==> config.mk <==
export PLATFORM = sky130hd
export DESIGN_NAME = fetch_stage
export DESIGN_NICKNAME = d
export VERILOG_FILES = /design/src/rtl/fetch_stage.sv
export SDC_FILE = /design/constraint.sdc
export NUM_CORES = 1
export LEC_CHECK = 0
export BUFFER_PORTS_ARGS = -buffer_cell sky130_fd_sc_hd__buf_2
export CAP_MARGIN = 15
export CORE_ASPECT_RATIO = 1.1
export CORE_MARGIN = 2
export CORE_UTILIZATION = 56
export DETAILED_ROUTE_END_ITERATION = 7
export PLACE_DENSITY_LB_ADDON = 0.25
export SYNTH_ARGS = -nofsm -noshare
export SYNTH_HDL_FRONTEND = slang
export SYNTH_SLANG_ARGS = --single-unit
==> constraint.sdc <==
create_clock -name clk -period 5.05 [get_ports clk]
set_clock_uncertainty 0.2 [all_clocks]
set_input_delay 1.01 -clock clk [delete_from_list [all_inputs] [get_ports clk]]
set_output_delay 1.01 -clock clk [all_outputs]
set_load 0.01 [all_outputs]
==> src/rtl/fetch_stage.sv <==
// Instruction-fetch stage: PC/nPC pair with one branch delay slot, imem request,
// IF/ID pipeline register, and a pending-redirect latch for memory waits.
module fetch_stage #(
  parameter logic [31:0] RESET_PC = 32'h0000_0000
) (
  input  logic        clk,
  input  logic        rst_n,
  input  logic        PC_LE,
  input  logic        nPC_LE,
  input  logic        IF_ID_LE,
  input  logic        branch_taken,
  input  logic [31:0] branch_target,
  input  logic        imem_ready,
  input  logic [31:0] imem_rdata,
  output logic        imem_req,
  output logic [31:0] imem_addr,
  output logic [31:0] IF_ID_instr,
  output logic [31:0] IF_ID_pc,
  output logic        IF_ID_valid,
  output logic [31:0] nPC_out,
  output logic        redirect_pending
);

  logic [31:0] pc_q, pc_d;
  logic [31:0] npc_q, npc_d;
  logic [31:0] if_id_instr_q, if_id_instr_d;
  logic [31:0] if_id_pc_q, if_id_pc_d;
  logic        if_id_valid_q, if_id_valid_d;
  logic        pend_valid_q, pend_valid_d;
  logic [31:0] pend_target_q, pend_target_d;
  logic        imem_req_q, imem_req_d;

  logic        hold;
  logic        br;
  logic        adv;
  logic [31:0] br_target;
  logic [31:0] npc_seq;

  always_comb begin
    hold      = ~(PC_LE & nPC_LE & IF_ID_LE);
    br        = branch_taken & if_id_valid_q;
    adv       = ~hold & imem_ready & imem_req_q;
    br_target = {branch_target[31:2], 2'b00};
    npc_seq   = npc_q + 32'd4;
  end

  always_comb begin
    pc_d          = pc_q;
    npc_d         = npc_q;
    if_id_instr_d = if_id_instr_q;
    if_id_pc_d    = if_id_pc_q;
    if_id_valid_d = if_id_valid_q;
    pend_valid_d  = pend_valid_q;
    pend_target_d = pend_target_q;
    imem_req_d    = 1'b1;

    if (hold) begin
      // whole stage frozen; a stalled ID branch will be presented again
    end else if (adv) begin
      pc_d          = npc_q;
      if (br)                npc_d = br_target;
      else if (pend_valid_q) npc_d = pend_target_q;
      else                   npc_d = npc_seq;
      if_id_instr_d = imem_rdata;
      if_id_pc_d    = pc_q;
      if_id_valid_d = 1'b1;
      pend_valid_d  = 1'b0;
    end else begin
      // memory wait: bubble into ID, park any redirect until the delay slot is fetched
      if_id_instr_d = '0;
      if_id_pc_d    = pc_q;
      if_id_valid_d = 1'b0;
      if (br) begin
        pend_valid_d  = 1'b1;
        pend_target_d = br_target;
      end
    end
  end

  always_ff @(posedge clk or negedge rst_n) begin
    if (!rst_n) begin
      pc_q          <= RESET_PC;
      npc_q         <= RESET_PC + 32'd4;
      if_id_instr_q <= '0;
      if_id_pc_q    <= '0;
      if_id_valid_q <= 1'b0;
      pend_valid_q  <= 1'b0;
      pend_target_q <= '0;
      imem_req_q    <= 1'b0;
    end else begin
      pc_q          <= pc_d;
      npc_q         <= npc_d;
      if_id_instr_q <= if_id_instr_d;
      if_id_pc_q    <= if_id_pc_d;
      if_id_valid_q <= if_id_valid_d;
      pend_valid_q  <= pend_valid_d;
      pend_target_q <= pend_target_d;
      imem_req_q    <= imem_req_d;
    end
  end

  assign imem_req         = imem_req_q;
  assign imem_addr        = pc_q;
  assign IF_ID_instr      = if_id_instr_q;
  assign IF_ID_pc         = if_id_pc_q;
  assign IF_ID_valid      = if_id_valid_q;
  assign nPC_out          = npc_q;
  assign redirect_pending = pend_valid_q;

endmodule

; ---- After elaboration in Yosys (flattened, before gate mapping)
; Index checks and enable logic that the tools add are counted.
[op_classes]
n_addsub = 1
multipliers = 0
div_mod_pow = 0
order_cmp = 0
n_eq_ne = 0
shift = 0
mux = 6
n_bitwise = 6
reduce_logical = 4
[ops]
columns = operator, n
row1 = 32-bit 2-to-1 mux, 3
row2 = 32-bit by 3-bit adder with 32-bit output (second input constant), 1
row3 = 1-bit bitwise AND, 5
row4 = 2-bit AND reduction, 2
row5 = 1-bit 2-to-1 mux, 3
row6 = 3-bit AND reduction, 1
row7 = 2-bit nonzero test, 1
row8 = 1-bit NOT, 1
[word_totals]
ff_bits = 161
latchBits = 0
ramBits = 0
mem_bits_ro = 0
inputBits = 71
out_inout_bits = 131
wordCells = 25
n_memories = 0

; ---- Depth between registers and ports, before layout
[depth]
depth_word = 6
depth_mapped = 7
ltp_nobuf = 6

; ---- Least setup slack after synthesis
; Ideal clock, no wire load.
[synth_timing]
kind = input-to-reg
from = input port IF_ID_LE
to = register npc_q[26] (netlist: nPC_out[26])
setup_time_ns = 0.151
t_arrival_ns = 2.129
required_ns = 4.699
setup_slack_ns = 2.570
stages = 5
cell_sequence = nand3_1 -> nor2_1 -> clkbuf_1 -> clkbuf_1 -> a41oi_1
[synth_between]
elab_chain_len = 4
[synth_rtl]
columns = element, line_no
row1 = from (decl), 10  ; input logic IF_ID_LE,
row2 = 1-bit bitwise AND *, 40  ; hold = ~(PC_LE & nPC_LE & IF_ID_LE);
row3 = 1-bit bitwise AND (2 in series), 42  ; adv = ~hold & imem_ready & imem_req_q;
row4 = 2-bit AND reduction (no source line) *, --
row5 = to (signal assigned), 83  ; npc_q <= RESET_PC + 32'd4;
row6 = to (signal assigned), 92  ; npc_q <= npc_d;
row7 = to (decl), 25  ; logic [31:0] npc_q, npc_d;
; Every way passes the cells marked *; elsewhere a longest branch is shown, timed or not.
; A chain may end at the register's enable or synchronous reset.

; ---- Final worst setup path
[layout_timing]
from = input port IF_ID_LE
to = register npc_q[14] (netlist: nPC_out[14])
; The elaborated chain is that of the path after synthesis.

==> flow_metrics.env <==
export IMPL_report_final_hold_viol_count=0
export IMPL_routed_wl_um=18500
export IMPL_synth_edf_count=0
export IMPL_fin_crit_ns=2.81
export IMPL_r2r_end="nPC_out[24]"
export IMPL_path_clk_slew_ns=0.06
export IMPL_fp_dieH_um=121
export IMPL_worst_slack_ns=2.24
export IMPL_ys_flop_type="dfrtp_1"
export IMPL_yosysUniqueCellTypes=50
export IMPL_ff2ff_setup_slack_ns=2.38
export IMPL_crit_cells=7
export IMPL_grt_first_pass_wirelength_um=29400
export IMPL_worstSetupStartpointType="input port"
export IMPL_cts_sinks=155
export IMPL_layout_common_cells="nand2_1, buf_2, dfrtp_1"
export IMPL_drv_slew=0
export IMPL_pwr_share_seq_pct=46.3
export IMPL_gp_congestion=0.870
export IMPL_cts_buffers=17
export IMPL_finalSetupViolCount=0
export IMPL_postCtsSetupBuffers=0
export IMPL_drv_cap=0
export IMPL_tightest_slew_ns=0.990
export IMPL_ys_seq_area_share_pct=56.0
export IMPL_dieWidth_um=110
export IMPL_crit_family="simple AND/OR/NAND/NOR gates"
export IMPL_vdd_drop_max_mv=0.296
export IMPL_fp_coreArea_sq_mm=0.0120
export IMPL_cpPeakStageDelay_ns=0.71
export IMPL_holdBufCountCts=0
export IMPL_timing_rr_start="nPC_out[14]"
export IMPL_drc=0
export IMPL_root_buffer="clkbuf_16"
export IMPL_utilization_pct=70.9
export IMPL_yosys_warnings=0
export IMPL_worst_r2r_path_depth=5
export IMPL_power_density_mw_per_mm2=420
export IMPL_hpwl_um=12500
export IMPL_wl_per_cell_um=17.6
export IMPL_avgViaCountPerCell=5.87
export IMPL_fmax_mhz=356
export IMPL_holdPathStages=2
export IMPL_grt_pass1_vias=5833
export IMPL_hp_class="reg2reg"
export IMPL_worstPathCellList="buf_2, nand3_2, buf_4, nor2_4, buf_12, o21ai_0, a22o_1"
export IMPL_drive_above_1_share_pct=29.9
export IMPL_diodes=0
export IMPL_placed_area_sq_mm=0.00799
export IMPL_htreeDepth=4
export IMPL_die_area_sq_mm=0.0133
export IMPL_fill_cells=938
export IMPL_worst_path_buf_inv=3
export IMPL_ant_nets=0
export IMPL_nets=961
export IMPL_swShare_pct=30.8
export IMPL_yosys_area_top_type="dfrtp_1"
export IMPL_crit_path_max_fanout=64
export IMPL_p_leak_nw=4.57
export IMPL_final_area_sq_mm=0.00853
export IMPL_track_usage_pct=28.9
export IMPL_min_to="IF_ID_pc[5]"
export IMPL_clock_latency_ns=0.42
export IMPL_syn_inst=717
export IMPL_pwr_share_clk_pct=33.1
export IMPL_antenna_found_initial=0
export IMPL_place_ws_ns=1.83
export IMPL_start_util_pct=57.6
export IMPL_max_clock_path_buffers=2
export IMPL_ys_ff_latch=155
export IMPL_cpMaxStageDelayCell="nor2_4"
export IMPL_drt_first_pass_iters=5
export IMPL_worstSetupEndpointType="flop"
export IMPL_power_frac_comb_pct=20.6
export IMPL_cts_tree="yes"
export IMPL_synth_area_leaders="dfrtp_1, nand2_1, mux2_2"
export IMPL_grt_max_degree=83
export IMPL_area_growth_pct=23.0
export IMPL_setup_tns_ns=0
export IMPL_status="finished clean"
export IMPL_crit_type="in2reg"
export IMPL_critical_path_required_ns=5.16
export IMPL_cts_repair_resized=0
export IMPL_hp_start="IF_ID_pc[5]"
export IMPL_synth_top_area_share_pct=55.6
export IMPL_synth_async_reset_ratio_pct=100
export IMPL_drt_iter0_markers=473
export IMPL_power_internal_w=0.00248
export IMPL_finalCritPeriodShare_pct=55.7
export IMPL_synthesis_area_sq_mm=0.00693
export IMPL_ios=202
export IMPL_port_buffer_count=193
export IMPL_rsz0062_at_grt="no"
export IMPL_num_vias=6189
export IMPL_arrival_ns=2.92
export IMPL_overflow=0
export IMPL_power_switching_w=0.00110
export IMPL_rows=42
export IMPL_relSlewSlack_pct=33.4
export IMPL_syn_area_per_cell_sq_um=9.67
export IMPL_mostFrequentLayoutCell="nand2_1"
==> worst max path at each step <==
stage,start,slack (ns),endpoint
detailed placement,IF_ID_LE,1.83,nPC_out[12]
floorplan,IF_ID_LE,2.57,nPC_out[26]
finish,IF_ID_LE,2.24,nPC_out[14]
CTS,IF_ID_LE,2.25,nPC_out[12]
global route,IF_ID_LE,2.00,nPC_out[12]
global placement,IF_ID_LE,1.88,nPC_out[14]
==> tightest hold or removal path, cell delays in order, from the launching register on <==
cell,delay [ns]
dfrtp_1,0.33
nand2_1,0.05
nand2_1,0.05
==> cells by family (layout without fill, tap and decap cells) <==
logic type	after synthesis	in the layout	synth area share, %
AND/OR/NAND/NOR	316	316	20.0
XOR/XNOR	6	6	0.758
multiplexers	32	32	5.16
other	2	7	0.108
buffers and inverters	57	235	3.50
adder cells (fa/ha/maj)	1	1	0.180
flip-flops	155	155	56.0
AO/OA/AOI/OAI	148	148	14.4
==> final cells by class <==
cell class	instances	area, sq um	area share [%]
tap	154	193	2.26
timing repair buffer	203	1060	12.4
multi-input combinational	510	2850	33.4
inverter	2	7.51	0.0880
clock buffer	22	444	5.21
sequential	155	3880	45.5
clock inverter	8	97.6	1.14
==> synthesized netlist by cell type, types with 2 or more instances <==
cell type	instances
a31oi_1	11
nor4_1	4
mux2i_1	2
a211oi_1	7
and3_1	16
nand4_1	8
buf_1	4
o21bai_1	2
o31ai_1	3
a21oi_1	29
xor2_1	3
o211ai_1	3
and4_1	5
nor2_1	25
conb_1	2
o22a_1	2
o41ai_1	3
clkbuf_1	40
o21ai_0	38
nand2_1	206
xnor2_1	3
buf_4	6
mux2_2	30
buf_2	5
a31o_2	2
nor3_1	12
nand3_1	27
dfrtp_1	154
inv_1	2
o2bb2ai_1	2
a41oi_1	3
a22o_1	35
a21o_1	3
or3_1	4
==> registers in the layout (all words and copies together), names as in the netlist <==
name	cells
redirect_pending	1
nPC_out	30
imem_req	1
IF_ID_pc	30
imem_addr	30
pend_target_q	30
IF_ID_instr	32
IF_ID_valid	1
==> stage by stage <==
| stage | instances | power (W) | hold slack [ns] |
|---|---|---|---|
| after floorplan | 722 | 0.00206 | 0.271 |
| after global placement | 1024 | 0.00237 | 0.254 |
| after detailed placement | 1024 | 0.00241 | 0.257 |
| after CTS | 1054 | 0.00360 | 0.271 |
| after global routing | 1054 | 0.00377 | 0.295 |
| final | 1054 | 0.00359 | 0.265 |
==> power by group through the flow <==
stage                     Combinational [W]  Sequential, W  Clock (W)
after detailed placement           0.000736        0.00167          0
after global routing               0.000823        0.00169    0.00126
after floorplan                    0.000383        0.00168          0
final                              0.000739        0.00166    0.00119
after CTS                          0.000743        0.00165    0.00120
after global placement             0.000714        0.00166          0
==> routing by layer <==
layer | routed length, um | share of wire (%) | vias up | GRT usage (%)
met1 | 8060 | 44 | 3043 | 41.0
li1 | - | - | 2841 | -
met4 | 372 | 2.0 | 0 | 11.6
met3 | 1290 | 7.0 | 29 | 5.44
met2 | 8790 | 47 | 276 | 44.0
met5 | 0 | 0 | - | 0
Note: power is estimated with default switching activity, not from simulation.
